### config.mk
export PLATFORM = sky130hd
export DESIGN_NAME = corefifo_fwft_pipe_flat
export DESIGN_NICKNAME = d
export VERILOG_FILES = /design/src/rtl/corefifo_fwft_pkg.sv /design/src/rtl/corefifo_fwft_pipe_if.sv /design/src/rtl/corefifo_fwft_skidbuf.sv /design/src/rtl/corefifo_fwft_pipe.sv /design/src/flat_wrapper.sv
export SDC_FILE = /design/constraint.sdc
export NUM_CORES = 1
export LEC_CHECK = 0
export BUFFER_PORTS_ARGS = -buffer_cell sky130_fd_sc_hd__buf_2
export CAP_MARGIN = 20
export CORE_MARGIN = 5
export CORE_UTILIZATION = 50
export CTS_BUF_LIST = sky130_fd_sc_hd__clkbuf_4 sky130_fd_sc_hd__clkbuf_8
export DETAILED_ROUTE_END_ITERATION = 16
export PLACE_DENSITY = 0.72
export SETUP_SLACK_MARGIN = 0.05
export SLEW_MARGIN = 25
export SYNTH_ARGS = -nofsm -noshare
export SYNTH_HDL_FRONTEND = slang
export SYNTH_SLANG_ARGS = --single-unit
### constraint.sdc
create_clock -name pos_rclk -period 2.7 [get_ports pos_rclk]
set_input_delay 0 -clock pos_rclk [delete_from_list [all_inputs] [get_ports pos_rclk]]
set_output_delay 0 -clock pos_rclk [all_outputs]
set_load 0.01 [all_outputs]
### src/rtl/corefifo_fwft_pkg.sv
// Shared constants and helpers for the corefifo FWFT output stage.
package corefifo_fwft_pkg;

  localparam int RD_LAT_MIN = 1;
  localparam int RD_LAT_MAX = 3;

  // Ceiling log2; clog2(1) = 0.
  function automatic int clog2(input int value);
    int result;
    int rem;
    result = 0;
    rem    = value - 1;
    while (rem > 0) begin
      result = result + 1;
      rem    = rem >> 1;
    end
    return result;
  endfunction

  // Two extra entries beyond the RAM latency let the stage keep one word per
  // cycle flowing while credits for the in-flight reads are outstanding.
  function automatic int fwft_depth(input int rd_lat);
    return rd_lat + 2;
  endfunction

endpackage

### src/rtl/corefifo_fwft_pipe_if.sv
// Controller-side and consumer-side signals of the FWFT output stage.
interface corefifo_fwft_pipe_if #(
  parameter int DWIDTH = 18,
  parameter int LW     = 2
);
  logic              flush;
  logic              fifo_empty;
  logic              fifo_aempty;
  logic              fifo_rd_en;
  logic [DWIDTH-1:0] fifo_dout;
  logic              rd_en;
  logic [DWIDTH-1:0] dout;
  logic              dout_valid;
  logic              empty;
  logic              aempty;
  logic [LW-1:0]     level;
  logic              underflow;

  // The FWFT stage itself.
  modport master (
    input  flush, fifo_empty, fifo_aempty, fifo_dout, rd_en,
    output fifo_rd_en, dout, dout_valid, empty, aempty, level, underflow
  );

  // The surrounding controller/RAM and consumer.
  modport slave (
    output flush, fifo_empty, fifo_aempty, fifo_dout, rd_en,
    input  fifo_rd_en, dout, dout_valid, empty, aempty, level, underflow
  );
endinterface

### src/rtl/corefifo_fwft_skidbuf.sv
// Small circular register buffer holding prefetched words for the FWFT stage.
module corefifo_fwft_skidbuf
  import corefifo_fwft_pkg::*;
#(
  parameter int DWIDTH = 18,
  parameter int DEPTH  = 3,
  parameter int LW     = clog2(DEPTH + 1)
) (
  input  logic              pos_rclk,
  input  logic              aresetn,
  input  logic              clear,
  input  logic              push,
  input  logic [DWIDTH-1:0] push_data,
  input  logic              pop,
  output logic [DWIDTH-1:0] dout,
  output logic [LW-1:0]     level
);
  localparam int PW = (DEPTH > 1) ? clog2(DEPTH) : 1;
  localparam logic [PW-1:0] PTR_LAST = PW'(DEPTH - 1);

  logic [DWIDTH-1:0] buf_mem [DEPTH];
  logic [PW-1:0]     wr_ptr_reg;
  logic [PW-1:0]     rd_ptr_reg;
  logic [LW-1:0]     level_reg;
  logic [DWIDTH-1:0] hold_reg;

  // DEPTH is generally not a power of two, so wrap explicitly.
  function automatic logic [PW-1:0] ptr_inc(input logic [PW-1:0] ptr);
    return (ptr == PTR_LAST) ? '0 : ptr + PW'(1);
  endfunction

  // Data array: written on arrival, never reset (pointers/level qualify it).
  always_ff @(posedge pos_rclk) begin
    if (push && !clear) begin
      buf_mem[wr_ptr_reg] <= push_data;
    end
  end

  // Pointer/level bookkeeping; clear wins over any push or pop.
  always_ff @(posedge pos_rclk or negedge aresetn) begin
    if (!aresetn) begin
      wr_ptr_reg <= '0;
      rd_ptr_reg <= '0;
      level_reg  <= '0;
      hold_reg   <= '0;
    end else begin
      hold_reg <= dout;
      if (clear) begin
        wr_ptr_reg <= '0;
        rd_ptr_reg <= '0;
        level_reg  <= '0;
      end else begin
        if (push) wr_ptr_reg <= ptr_inc(wr_ptr_reg);
        if (pop)  rd_ptr_reg <= ptr_inc(rd_ptr_reg);
        level_reg <= level_reg + LW'(push) - LW'(pop);
      end
    end
  end

  // Head word while occupied; otherwise keep showing whatever was last shown.
  assign dout  = (level_reg != '0) ? buf_mem[rd_ptr_reg] : hold_reg;
  assign level = level_reg;

endmodule

### src/rtl/corefifo_fwft_pipe.sv
// FWFT output stage for corefifo with credit-based prefetch over a RAM read
// latency of RD_LAT cycles; rd_en never reaches fifo_rd_en combinationally.
module corefifo_fwft_pipe
  import corefifo_fwft_pkg::*;
#(
  parameter int DWIDTH        = 18,
  parameter int RD_LAT        = 1,
  parameter int AEMPTY_THRESH = 1,
  parameter bit READ_LOW      = 1'b0
) (
  input logic                  pos_rclk,
  input logic                  aresetn,
  corefifo_fwft_pipe_if.master bus
);
  localparam int DEPTH = fwft_depth(RD_LAT);
  localparam int LW    = clog2(DEPTH + 1);

  if (RD_LAT < RD_LAT_MIN || RD_LAT > RD_LAT_MAX) begin : g_rd_lat_check
    $error("corefifo_fwft_pipe: RD_LAT=%0d outside %0d..%0d", RD_LAT, RD_LAT_MIN, RD_LAT_MAX);
  end

  logic [RD_LAT-1:0] pipe_reg;
  logic              underflow_reg;
  logic [LW-1:0]     level_w;
  logic [DWIDTH-1:0] dout_w;
  logic [LW:0]       credit_used;
  logic              re_p;
  logic              dout_valid;
  logic              pop;
  logic              arrival;
  logic              issue;

  assign re_p       = READ_LOW ? ~bus.rd_en : bus.rd_en;
  assign dout_valid = (level_w != '0);
  assign pop        = re_p & dout_valid & ~bus.flush;
  assign arrival    = pipe_reg[RD_LAT-1];

  // Credits in use: words held plus reads still travelling through the RAM.
  always_comb begin
    credit_used = {1'b0, level_w};
    for (int i = 0; i < RD_LAT; i++) begin
      credit_used = credit_used + (LW + 1)'(pipe_reg[i]);
    end
  end

  // Only registered occupancy is used, so a same-cycle pop earns no credit.
  assign issue = aresetn & ~bus.fifo_empty & ~bus.flush &
                 (credit_used < (LW + 1)'(DEPTH));

  // In-flight tracker: one bit per outstanding read, tail bit marks arrival.
  always_ff @(posedge pos_rclk or negedge aresetn) begin
    if (!aresetn) begin
      pipe_reg <= '0;
    end else if (bus.flush) begin
      pipe_reg <= '0;
    end else begin
      pipe_reg <= RD_LAT'({pipe_reg, issue});
    end
  end

  // Underflow flags a consumer pop attempted while nothing is held.
  always_ff @(posedge pos_rclk or negedge aresetn) begin
    if (!aresetn) begin
      underflow_reg <= 1'b0;
    end else begin
      underflow_reg <= re_p & ~dout_valid;
    end
  end

  corefifo_fwft_skidbuf #(
    .DWIDTH (DWIDTH),
    .DEPTH  (DEPTH),
    .LW     (LW)
  ) u_skidbuf (
    .pos_rclk  (pos_rclk),
    .aresetn   (aresetn),
    .clear     (bus.flush),
    .push      (arrival),
    .push_data (bus.fifo_dout),
    .pop       (pop),
    .dout      (dout_w),
    .level     (level_w)
  );

  assign bus.fifo_rd_en = issue;
  assign bus.dout       = dout_w;
  assign bus.dout_valid = dout_valid;
  assign bus.empty      = ~dout_valid;
  assign bus.aempty     = ~dout_valid | (bus.fifo_aempty & (int'(level_w) <= AEMPTY_THRESH));
  assign bus.level      = level_w;
  assign bus.underflow  = underflow_reg;

endmodule
### src/flat_wrapper.sv
// flat-port wrapper written by rule: the top's interface ports become plain ports
module corefifo_fwft_pipe_flat import corefifo_fwft_pkg::*;
#(
  parameter int DWIDTH        = 18,
  parameter int RD_LAT        = 1,
  parameter int AEMPTY_THRESH = 1,
  parameter bit READ_LOW      = 1'b0
)
  (pos_rclk, aresetn, bus_flush, bus_fifo_empty, bus_fifo_aempty, bus_fifo_dout, bus_rd_en, bus_fifo_rd_en, bus_dout, bus_dout_valid, bus_empty, bus_aempty, bus_level, bus_underflow);
  corefifo_fwft_pipe_if #(.DWIDTH(DWIDTH)) bus_i ();
  input logic pos_rclk;
  input logic aresetn;
  input wire logic [$bits(bus_i.flush)-1:0] bus_flush;
  input wire logic [$bits(bus_i.fifo_empty)-1:0] bus_fifo_empty;
  input wire logic [$bits(bus_i.fifo_aempty)-1:0] bus_fifo_aempty;
  input wire logic [$bits(bus_i.fifo_dout)-1:0] bus_fifo_dout;
  input wire logic [$bits(bus_i.rd_en)-1:0] bus_rd_en;
  output wire logic [$bits(bus_i.fifo_rd_en)-1:0] bus_fifo_rd_en;
  output wire logic [$bits(bus_i.dout)-1:0] bus_dout;
  output wire logic [$bits(bus_i.dout_valid)-1:0] bus_dout_valid;
  output wire logic [$bits(bus_i.empty)-1:0] bus_empty;
  output wire logic [$bits(bus_i.aempty)-1:0] bus_aempty;
  output wire logic [$bits(bus_i.level)-1:0] bus_level;
  output wire logic [$bits(bus_i.underflow)-1:0] bus_underflow;
  assign bus_i.flush = bus_flush;
  assign bus_i.fifo_empty = bus_fifo_empty;
  assign bus_i.fifo_aempty = bus_fifo_aempty;
  assign bus_i.fifo_dout = bus_fifo_dout;
  assign bus_i.rd_en = bus_rd_en;
  assign bus_fifo_rd_en = bus_i.fifo_rd_en;
  assign bus_dout = bus_i.dout;
  assign bus_dout_valid = bus_i.dout_valid;
  assign bus_empty = bus_i.empty;
  assign bus_aempty = bus_i.aempty;
  assign bus_level = bus_i.level;
  assign bus_underflow = bus_i.underflow;
  corefifo_fwft_pipe #(.DWIDTH(DWIDTH), .RD_LAT(RD_LAT), .AEMPTY_THRESH(AEMPTY_THRESH), .READ_LOW(READ_LOW)) u_core (.pos_rclk(pos_rclk), .aresetn(aresetn), .bus(bus_i));
endmodule
# [Word level (Yosys, flattened, before mapping)]
# Memory sizes are Yosys's and may differ from the RTL's.
# Cells that the tools add are included.
[totals] elab_cells=43 out_inout_bits=25 memories=1 ff_bits=26 ram_bits=54 in_bits=24
[op_classes] n_reduce_logical=5 order_cmp=2 n_mux=11 n_eq_ne=2 bitwise_logic=11 addsub=5
[mem_list] name="u_core.u_skidbuf.buf_mem" words=3 width=18 rd=1 rd_ports_with_merged_regs=0 write_ports=1 line_no="corefifo_fwft_skidbuf.sv:21" text="logic [DWIDTH-1:0] buf_mem [DEPTH];"
[ops] op="$mux W18" n=1
[ops] op="$mux W2" n=7
[ops] op="$and A1 B1 Y1" n=7
[ops] op="$reduce_bool A2 Y1" n=3
[ops] op="$add A2 B1 Y2 const B" n=2
[ops] op="$eq A2 B2 Y1 const B" n=2
[ops] op="$add A2 B1 Y3" n=1
[ops] op="$lt A3 B2 Y1 const B" n=1
[ops] op="$mux W1" n=3
[ops] op="$not A1 Y1" n=3
[ops] op="$add A2 B1 Y2" n=1
[ops] op="$le A2 B1 Y1 const B" n=1
[ops] op="$sub A2 B1 Y2" n=1
[ops] op="$logic_and A1 B1 Y1" n=1
[ops] op="$logic_not A1 Y1" n=1
[ops] op="$or A1 B1 Y1" n=1

# [Longest topological paths before layout]
# Gate-level depths: netlist (run 1).
[depth] depth_word=5 mapped_depth=7 mapped_depth_nobuf=7

# [Hierarchy]
# From an unflattened synthesis (run 1), not the netlist that was laid out.
[unflattened] cells_unflattened=199 area_unflattened_um2=2981.6
[modules_own_cells] module="corefifo_fwft_skidbuf" area_per_inst_um2=2856.5 seq_area_each_um2=2222.1 cells_each=186 instances=1
[modules_own_cells] module="corefifo_fwft_pipe" area_per_inst_um2=125.1 seq_area_each_um2=50.0 cells_each=13 instances=1

# [Worst setup path after synthesis (run 1)]
# Ideal clock, no wire load.
[synth_path] path_type="flip-flop to flip-flop" from="register u_core.pipe_reg (netlist: u_core.arrival)" to="memory u_core.u_skidbuf.buf_mem[1][0] (enable)" required_time_ns=2.280 arrival_time_ns=1.875 path_buffers=0 setup_ns=0.420 setup_slack_ns=0.405 period_less_slack_ns=2.295 stages_incl_launch_ff=3 cell_sequence="dfrtp_1 > nand2b_1 > nor3b_1"
[synth_via] elab_chain_cells=3
[synth_lines] item="from (decl)" line_no="corefifo_fwft_pipe.sv:22" text="logic [RD_LAT-1:0] pipe_reg;"
[synth_lines] item="from (signal assigned)" line_no="corefifo_fwft_pipe.sv:57" text="pipe_reg <= RD_LAT'({pipe_reg, issue});"
[synth_lines] item="$logic_and A1 B1 Y1" line_no="corefifo_fwft_skidbuf.sv:34" text="if (push && !clear) begin"
[synth_lines] item="$mux W1" line_no="corefifo_fwft_skidbuf.sv:34"
[synth_lines] item="$mux W1 (not written as such)" line_no="corefifo_fwft_skidbuf.sv:35" text="buf_mem[wr_ptr_reg] <= push_data;"
[synth_lines] item="to (decl)" line_no="corefifo_fwft_skidbuf.sv:21"
# Every way passes these cells.

# [Final worst setup path (run 1)]
[layout_path] from="register u_core.u_skidbuf.level_reg[1] (netlist: u_core.u_skidbuf.level[1])" to="output bus_dout[10]"
[layout_via] elab_chain_cells=2
[layout_lines] item="from (decl)" line_no="corefifo_fwft_skidbuf.sv:24" text="logic [LW-1:0] level_reg;"
[layout_lines] item="from (signal assigned)" line_no="corefifo_fwft_skidbuf.sv:55" text="level_reg <= level_reg + LW'(push) - LW'(pop);"
[layout_lines] item="$reduce_bool A2 Y1" line_no="corefifo_fwft_skidbuf.sv:61" text="assign dout = (level_reg != '0) ? buf_mem[rd_ptr_reg] : hold_reg;"
[layout_lines] item="$mux W18" line_no="corefifo_fwft_skidbuf.sv:61"
[layout_lines] item="to (decl)" line_no="flat_wrapper.sv:19" text="output wire logic [$bits(bus_i.dout)-1:0] bus_dout;"
# Every way passes these cells.

==> flow_results.xml, run 1 <==
<?xml version="1.0" encoding="UTF-8"?>
<metrics>
  <group name="finish">
    <metric name="final_area" unit="sq mm">0.00372</metric>
    <metric name="synthToLayoutAreaGrowth" unit="%">25.7</metric>
    <metric name="diodes" unit="">0</metric>
    <metric name="nets" unit="">308</metric>
    <metric name="layout-drive-gt1-share" unit="%">27.4</metric>
    <metric name="largest_register_ffs" unit="">54</metric>
    <metric name="final_core_utilization" unit="%">63.6</metric>
    <metric name="nFillCells" unit="">437</metric>
  </group>
  <group name="sta">
    <metric name="highest_attainable_clock_frequency" unit="MHz">478</metric>
    <metric name="period_utilization" unit="%">77.5</metric>
    <metric name="tns" unit="ps">0</metric>
    <metric name="report.final.hold_viol_count" unit="">0</metric>
    <metric name="period_needed" unit="ps">2090</metric>
    <metric name="timing.slew.headroom" unit="%">53.0</metric>
    <metric name="setup_viol" unit="">0</metric>
    <metric name="fin_worst_skew" unit="ps">14.1</metric>
    <metric name="slew_viol_final" unit="">0</metric>
    <metric name="rsz0062_at_grt" unit="">false</metric>
    <metric name="holdWs" unit="ps">207</metric>
    <metric name="transition_time_at_the_pin_with_the_least_slew_margin" unit="ps">704</metric>
  </group>
  <group name="critical_path">
    <metric name="crit_chain" unit="">or2_1 &gt; inv_1 &gt; a21oi_1 &gt; a21oi_1 &gt; buf_2</metric>
    <metric name="cp_buf_inv_count" unit="">2</metric>
    <metric name="worst-r2r-cell-count" unit="">6</metric>
    <metric name="critical_path_required" unit="ps">2700</metric>
    <metric name="worstSetupStartpointType" unit="">flop</metric>
    <metric name="cp_common_cell" unit="">a21oi_1</metric>
    <metric name="critPathKind" unit="">reg2out</metric>
    <metric name="category_of_cells_accounting_for_the_largest_share_of_critical_path_delay" unit="">buffers and inverters</metric>
    <metric name="crit_slowest_cell" unit="">inv_1</metric>
    <metric name="critical_path_peak_fanout" unit="">20</metric>
    <metric name="critical_path.endpoint_type" unit="">output port</metric>
    <metric name="cp.depth" unit="">5</metric>
    <metric name="timing.critical_path.arrival" unit="ps">2090</metric>
    <metric name="critPathMaxStageDelay" unit="ps">520</metric>
  </group>
  <group name="logic_synthesis">
    <metric name="sequential_to_total_area_share_from_yosys_stat" unit="%">76.8</metric>
    <metric name="synth_seq_cells" unit="">80</metric>
    <metric name="synthDominantAreaCellType" unit="">edfxtp_1</metric>
    <metric name="synthTopCellsByArea" unit="">edfxtp_1, dfrtp_1, a21oi_1</metric>
    <metric name="syn_avg_cell_area" unit="sq um">14.8</metric>
    <metric name="syn_inst" unit="">200</metric>
    <metric name="synthDominantCellAreaShare" unit="%">54.8</metric>
    <metric name="netlist_area" unit="sq mm">0.00296</metric>
    <metric name="ys.warnings.count" unit="">0</metric>
    <metric name="yosysUniqueCellTypes" unit="">25</metric>
    <metric name="synth_nets" unit="">228</metric>
  </group>
  <group name="clock_network">
    <metric name="cts-resized-gates" unit="">0</metric>
    <metric name="path_clk_slew" unit="ps">80</metric>
    <metric name="post_cts.repair.setup_buffers" unit="">0</metric>
    <metric name="tritoncts" unit="">built</metric>
    <metric name="ctsHtreeMaxLevel" unit="">3</metric>
    <metric name="cts_buffer_depth" unit="">2</metric>
    <metric name="tritoncts_num_sinks" unit="">80</metric>
    <metric name="clock_root_buffer" unit="">clkbuf_8</metric>
    <metric name="cts_buffers" unit="">9</metric>
    <metric name="worst_skew_pair.late_latency" unit="ps">340</metric>
  </group>
  <group name="power_and_ir_drop">
    <metric name="static-leakage-power" unit="nW">1.46</metric>
    <metric name="post-layout-total-power" unit="mW">2.93</metric>
    <metric name="power_per_cell_area" unit="mW/mm^2">787</metric>
    <metric name="vdd_ir_drop_max" unit="mV">0.400</metric>
  </group>
  <group name="drt">
    <metric name="route.detailed.drc" unit="">0</metric>
    <metric name="first_pass_detailed_route_iteration_total" unit="">4</metric>
    <metric name="wl" unit="um">5910</metric>
    <metric name="via_count" unit="">1912</metric>
    <metric name="routedWlPerCell" unit="um">16.4</metric>
    <metric name="drt-initial-drc-count" unit="">104</metric>
    <metric name="vias_per_cell" unit="">5.31</metric>
    <metric name="drt.antenna.violating_nets" unit="">0</metric>
  </group>
  <group name="placed_design">
    <metric name="place_area" unit="sq mm">0.00331</metric>
    <metric name="place_hpwl" unit="um">3540</metric>
    <metric name="numPortBuffers" unit="">48</metric>
    <metric name="gpl_congestion" unit="">0.729</metric>
  </group>
  <group name="floorplanning">
    <metric name="die_h" unit="um">86.9</metric>
    <metric name="dieWidth" unit="um">86.9</metric>
    <metric name="die-area" unit="sq mm">0.00756</metric>
    <metric name="row_count" unit="">28</metric>
    <metric name="pin_count" unit="">49</metric>
    <metric name="core_region_area" unit="sq mm">0.00585</metric>
    <metric name="floorplan.initialDensity" unit="%">50.6</metric>
  </group>
  <group name="grt">
    <metric name="grt_pass1_vias" unit="">1976</metric>
    <metric name="grt_max_degree" unit="">28</metric>
    <metric name="initial_antenna_violation_count" unit="">0</metric>
    <metric name="grt_pass1_wl" unit="um">9670</metric>
    <metric name="global_route.overflow_total" unit="">0</metric>
    <metric name="groute.usage.overall" unit="%">17.3</metric>
  </group>
  <group name="outcome">
    <metric name="outcome" unit="">finished, final reports clean</metric>
  </group>
  <group name="worst_hold_path">
    <metric name="worstHoldPathType" unit="">in2async</metric>
  </group>
  <group name="run">
    <metric name="max_cap_violations" unit="">0</metric>
  </group>
</metrics>
kinds of logic after synthesis:
kind of cell    synth area share (%)
compound gates                  12.0
xor+xnor                       0.592
fa+ha+maj                       1.69
buf+inv                         2.58
flops                           76.8
simple gates                    6.34
power by group:
| group | internal [mW] | total (mW) | switching [mW] |
|---|---|---|---|
| combinational | 0.248 | 0.616 | 0.368 |
| clock | 0.376 | 0.806 | 0.430 |
| sequential | 1.46 | 1.51 | 0.0495 |
cell usage after synthesis (all sizes together):
cell     n
edfxtp  54
a21oi   43
dfrtp   26
nor2    22
a22oi   18
buf     10
ha       4
inv      4
nand2    3
nor3b    3
nand3    2
and2     1
and2b    1
nand2b   1
nand3b   1
nor2b    1
nor3     1
o21ai    1
or2      1
or4b     1
xnor2    1
xor2     1
layout by cell type (no fill, tap or decap):
cell type,Yosys,routed
and2_1,1,1
a22oi_1,18,18
buf_2,7,48
clkbuf_4,0,1
xnor2_1,1,1
dfrtp_1,26,26
nor3b_2,0,2
dlygate4sd3_1,0,22
clkbuf_8,0,10
nor3b_1,3,1
nor2_2,1,1
nand3b_1,1,1
inv_1,4,4
edfxtp_1,54,54
nor2_1,21,21
a21oi_1,43,43
and2b_1,1,1
o21ai_0,1,1
nor3_2,0,1
clkinvlp_4,0,1
nand3_1,2,2
nand2_1,3,3
or2_1,1,1
clkinv_2,0,1
or4b_4,1,1
nor2b_1,1,1
nand2b_1,1,1
xor2_1,1,1
buf_4,2,9
inv_6,0,2
clkinv_4,0,1
ha_1,4,4
cell type report:
| cell class | instances | area, sq um | share of cell area [%] |
|---|---|---|---|
| Sequential cell | 80 | 2270 | 61.1 |
| Multi-Input combinational cell | 106 | 626 | 16.8 |
| Timing Repair Buffer | 79 | 528 | 14.2 |
| Clock buffer | 11 | 145 | 3.90 |
| Tap cell | 75 | 93.8 | 2.52 |
| Clock inverter | 5 | 38.8 | 1.04 |
| Inverter | 4 | 15.0 | 0.404 |
worst register-to-register path: stages, from the launching register on:
cell	delay [ps]
dfrtp_1	440
o21ai_0	350
nor2_1	80
ha_1	280
inv_1	40
ha_1	250
and2b_1	150
repair_timing:
action | CTS | global route
endpoints found under the hold margin | 87 | 0
setup endpoints to repair | 0 | 0
hold buffers | 22 | 0
routing by layer:
| metal | GRT usage (%) | wire length (um) | up-vias | part of all wire [%] |
|---|---|---|---|---|
| met5 | 0 | 0 | - | 0 |
| met4 | 8.36 | 95 | 0 | 1.6 |
| met3 | 3.41 | 329 | 8 | 5.6 |
| met2 | 28.6 | 3010 | 57 | 51 |
| met1 | 21.7 | 2470 | 945 | 42 |
| li1 | - | - | 902 | - |
stage by stage:
stage                     worst slack, ps  instances
final                                 607        360
after CTS                             585        360
after floorplan                       405        200
after global placement               1010        322
after detailed placement              943        322
after global routing                  396        360
path summary, 6_finish.rpt:
| check | to | slack, ps | start |
|---|---|---|---|
| hold reg to reg | u_core.u_skidbuf.hold_reg[9] | 550 | u_core.u_skidbuf.hold_reg[9] |
| hold / removal | u_core.u_skidbuf.level[1] | 210 | aresetn |
| min in group pos_rclk | bus_aempty | 320 | bus_fifo_aempty |
| max in group asynchronous | u_core.u_skidbuf.rd_ptr_reg[0] | 2080 | aresetn |
| setup / recovery | bus_dout[10] | 610 | u_core.u_skidbuf.level[1] |
| setup reg to reg | u_core.u_skidbuf.level[0] | 1000 | u_core.u_skidbuf.level[1] |
No activity file was read; power rests on OpenSTA's default activity.
==> inputs of run 2 (changes only) <==
ABC_AREA = 1   (was not set)
clock period = 2.2 ns   (was 2.7 ns; I/O delays follow)
==> flow_results.xml, run 2 <==
<?xml version="1.0" encoding="UTF-8"?>
<metrics>
  <group name="outcome">
    <metric name="outcome" unit="">finished, final reports clean</metric>
  </group>
  <group name="finish">
    <metric name="multi_input_area" unit="sq um">791</metric>
    <metric name="nets" unit="">393</metric>
    <metric name="diodes" unit="">0</metric>
    <metric name="largest_register_ffs" unit="">54</metric>
    <metric name="final_core_utilization" unit="%">62.0</metric>
    <metric name="layout.cells.most_common" unit="">nand2_1</metric>
    <metric name="most-common-layout-cells" unit="">nand2_1, nor2_1, edfxtp_1</metric>
    <metric name="synthToLayoutAreaGrowth" unit="%">22.0</metric>
    <metric name="nFillCells" unit="">508</metric>
    <metric name="sequential_cell_area" unit="sq mm">0.00227</metric>
    <metric name="layout-drive-gt1-share" unit="%">21.4</metric>
  </group>
  <group name="clock_network">
    <metric name="cts_buffer_depth" unit="">2</metric>
    <metric name="tritoncts_num_sinks" unit="">80</metric>
    <metric name="ctsHtreeMaxLevel" unit="">3</metric>
    <metric name="tritoncts" unit="">built</metric>
    <metric name="post_cts.repair.setup_buffers" unit="">0</metric>
    <metric name="worst_skew_pair.late_latency" unit="ps">340</metric>
    <metric name="path_clk_slew" unit="ps">70</metric>
    <metric name="cts_buffers" unit="">9</metric>
    <metric name="clock_root_buffer" unit="">clkbuf_8</metric>
  </group>
  <group name="sta">
    <metric name="timing.slew.headroom" unit="%">67.3</metric>
    <metric name="highest_attainable_clock_frequency" unit="MHz">526</metric>
    <metric name="period_needed" unit="ps">1900</metric>
    <metric name="setup_viol" unit="">0</metric>
    <metric name="slew_viol_final" unit="">0</metric>
    <metric name="holdWs" unit="ps">195</metric>
    <metric name="report.final.hold_viol_count" unit="">0</metric>
    <metric name="transition_time_at_the_pin_with_the_least_slew_margin" unit="ps">490</metric>
    <metric name="rsz0062_at_grt" unit="">false</metric>
    <metric name="tns" unit="ps">0</metric>
    <metric name="period_utilization" unit="%">86.4</metric>
    <metric name="fin_worst_skew" unit="ps">5.82</metric>
    <metric name="worst_slack" unit="ps">299</metric>
  </group>
  <group name="logic_synthesis">
    <metric name="asyncSetResetFlopFracSynth" unit="%">32.5</metric>
    <metric name="syn_inst" unit="">286</metric>
    <metric name="synth_edf_count" unit="">54</metric>
    <metric name="yosysMostFrequentCell" unit="">nand2_1</metric>
    <metric name="synthDominantCellAreaShare" unit="%">50.8</metric>
    <metric name="sequential_to_total_area_share_from_yosys_stat" unit="%">71.2</metric>
    <metric name="synth_top_family_by_area" unit="">simple AND/OR/NAND/NOR gates</metric>
    <metric name="syn_avg_cell_area" unit="sq um">11.2</metric>
    <metric name="yosysUniqueCellTypes" unit="">19</metric>
    <metric name="synthDominantAreaCellType" unit="">edfxtp_1</metric>
    <metric name="synth_xor_xnor_area_share" unit="%">0</metric>
    <metric name="synthAdderAreaFrac" unit="%">1.57</metric>
    <metric name="synth_compound_gate_area_share" unit="%">0.862</metric>
    <metric name="synth_seq_cells" unit="">80</metric>
    <metric name="synth.area.mux_share" unit="%">0</metric>
    <metric name="ys.warnings.count" unit="">0</metric>
    <metric name="ys_top_cells_by_count" unit="">nand2_1, nor2_1, edfxtp_1</metric>
    <metric name="netlist_area" unit="sq mm">0.00319</metric>
    <metric name="synthTopCellsByArea" unit="">edfxtp_1, dfrtp_1, nand2_1</metric>
    <metric name="synth_nets" unit="">314</metric>
    <metric name="yosys.area_share.simple" unit="%">22.0</metric>
    <metric name="most_common_flop_cell_mapped_by_yosys" unit="">edfxtp_1</metric>
  </group>
  <group name="critical_path">
    <metric name="crit_chain" unit="">nor2_4 &gt; nand2_1 &gt; nand2_1 &gt; nor2_1 &gt; nor2_1 &gt; buf_2</metric>
    <metric name="r2r_start" unit="">u_core.u_skidbuf.level[1]</metric>
    <metric name="crit_slowest_cell" unit="">dfrtp_1</metric>
    <metric name="cp.depth" unit="">6</metric>
    <metric name="critPathMaxStageDelay" unit="ps">560</metric>
    <metric name="rr_endpoint" unit="">u_core.u_skidbuf.level[1]</metric>
    <metric name="critical_path_required" unit="ps">2200</metric>
    <metric name="worst-r2r-cell-count" unit="">9</metric>
    <metric name="critical_path_peak_fanout" unit="">19</metric>
    <metric name="cp_buf_inv_count" unit="">1</metric>
    <metric name="crit_end" unit="">bus_dout[10]</metric>
    <metric name="critPathKind" unit="">reg2out</metric>
    <metric name="regToRegSetupSlack" unit="ps">710</metric>
    <metric name="critical_path.endpoint_type" unit="">output port</metric>
    <metric name="cp-startpoint" unit="">u_core.u_skidbuf.rd_ptr_reg[1]</metric>
    <metric name="worstSetupStartpointType" unit="">flop</metric>
    <metric name="timing.critical_path.arrival" unit="ps">1900</metric>
    <metric name="category_of_cells_accounting_for_the_largest_share_of_critical_path_delay" unit="">simple AND/OR/NAND/NOR gates</metric>
  </group>
  <group name="worst_hold_path">
    <metric name="worstHoldPathType" unit="">in2async</metric>
  </group>
  <group name="floorplanning">
    <metric name="die-area" unit="sq mm">0.00808</metric>
    <metric name="die_h" unit="um">89.9</metric>
    <metric name="core_region_area" unit="sq mm">0.00628</metric>
    <metric name="floorplan.initialDensity" unit="%">50.9</metric>
    <metric name="dieWidth" unit="um">89.9</metric>
    <metric name="row_count" unit="">29</metric>
    <metric name="pin_count" unit="">49</metric>
  </group>
  <group name="grt">
    <metric name="global_route.overflow_total" unit="">0</metric>
    <metric name="grt_max_degree" unit="">42</metric>
    <metric name="groute.usage.overall" unit="%">16.0</metric>
    <metric name="grt_pass1_vias" unit="">2180</metric>
    <metric name="grt_pass1_wl" unit="um">10200</metric>
    <metric name="initial_antenna_violation_count" unit="">0</metric>
  </group>
  <group name="placed_design">
    <metric name="numPortBuffers" unit="">48</metric>
    <metric name="detailedPlace.worstSlack" unit="ps">629</metric>
    <metric name="place_hpwl" unit="um">3840</metric>
    <metric name="gpl_congestion" unit="">0.763</metric>
  </group>
  <group name="drt">
    <metric name="route.detailed.drc" unit="">0</metric>
    <metric name="routedWlPerCell" unit="um">13.6</metric>
    <metric name="wl" unit="um">6070</metric>
    <metric name="drt.antenna.violating_nets" unit="">0</metric>
    <metric name="vias_per_cell" unit="">4.76</metric>
    <metric name="via_count" unit="">2125</metric>
    <metric name="drt-initial-drc-count" unit="">135</metric>
    <metric name="first_pass_detailed_route_iteration_total" unit="">4</metric>
  </group>
  <group name="power_and_ir_drop">
    <metric name="power_per_cell_area" unit="mW/mm^2">896</metric>
    <metric name="post-layout-total-power" unit="mW">3.49</metric>
    <metric name="static-leakage-power" unit="nW">1.65</metric>
    <metric name="vdd_ir_drop_max" unit="mV">0.446</metric>
  </group>
  <group name="run">
    <metric name="max_cap_violations" unit="">0</metric>
  </group>
</metrics>
==> run 2: cell count changes in the layout (fill, tap and decap cells not counted), moves of 2 or more <==
cell      change
nand2_1      +84
inv_1         +9
nand3_1      +17
o22ai_1       +2
clkbuf_4      +3
inv_6         -2
a22oi_1      -18
nor3b_2       -2
a21oi_1      -41
nor2_1       +38
nand3_2       +3
==> run 2: power by group <==
| part | leakage [nW] | total (mW) | switching, mW | internal, mW |
|---|---|---|---|---|
| clock network | 0.0886 | 0.927 | 0.477 | 0.450 |
| registers | 0.792 | 1.83 | 0.0514 | 1.78 |
| logic | 0.770 | 0.728 | 0.430 | 0.298 |
| total | 1.65 | 3.49 | 0.958 | 2.53 |
==> run 2: worst reg2reg max path, delay by kind of cell (launching register included) <==
kind                     cells  cell delay (ps)
flip-flops                   1              410
AND/OR/NAND/NOR              4              310
adder cells (fa/ha/maj)      2              460
buffers and inverters        3              220
==> run 2: worst min-delay path by stage <==
stage,startpoint,to,slack [ps],depth (start not counted)
floorplan,aresetn,u_core.arrival,-300,0
global placement,aresetn,u_core.u_skidbuf.hold_reg[7],50,2
detailed placement,aresetn,u_core.arrival,50,2
CTS,aresetn,u_core.arrival,210,3
global route,aresetn,u_core.u_skidbuf.hold_reg[10],240,3
finish,aresetn,u_core.u_skidbuf.hold_reg[10],200,3
==> run 2: per-layer routing <==
layer | vias to the layer above | wire, um | GRT usage, %
li1 | 1091 | - | -
met1 | 974 | 2630 | 20.0
met2 | 51 | 2990 | 25.8
met3 | 9 | 337 | 4.26
met4 | 0 | 110 | 8.06
met5 | - | 0 | 0
==> run 2: metrics by stage <==
stage	cells	area (sq um)
floorplan	286	3190
global placement	409	3510
detailed placement	409	3510
CTS	446	3890
global route	446	3890
finish	446	3890
==> run 2: repair_timing <==
action | CTS | global route
hold endpoints to repair | 86 | 0
hold buffers | 22 | 0
gates resized for setup | 0 | 0
==> run 2: kinds of logic (layout without fill, tap and decap cells) <==
| kind of cell | count (synthesis) | in the layout |
|---|---|---|
| flip-flops | 80 | 80 |
| AND/OR/NAND/NOR | 173 | 173 |
| buffers and inverters | 24 | 107 |
| adder cells (fa/ha/maj) | 4 | 4 |
| AO/OA/AOI/OAI | 5 | 5 |
==> run 2: layout make-up <==
type | count | area share, %
Clock buffer | 13 | 3.95
Clock inverter | 2 | 0.225
Inverter | 14 | 1.35
Multi-Input combinational cell | 182 | 20.3
Sequential cell | 80 | 58.3
Tap cell | 77 | 2.47
Timing Repair Buffer | 78 | 13.4
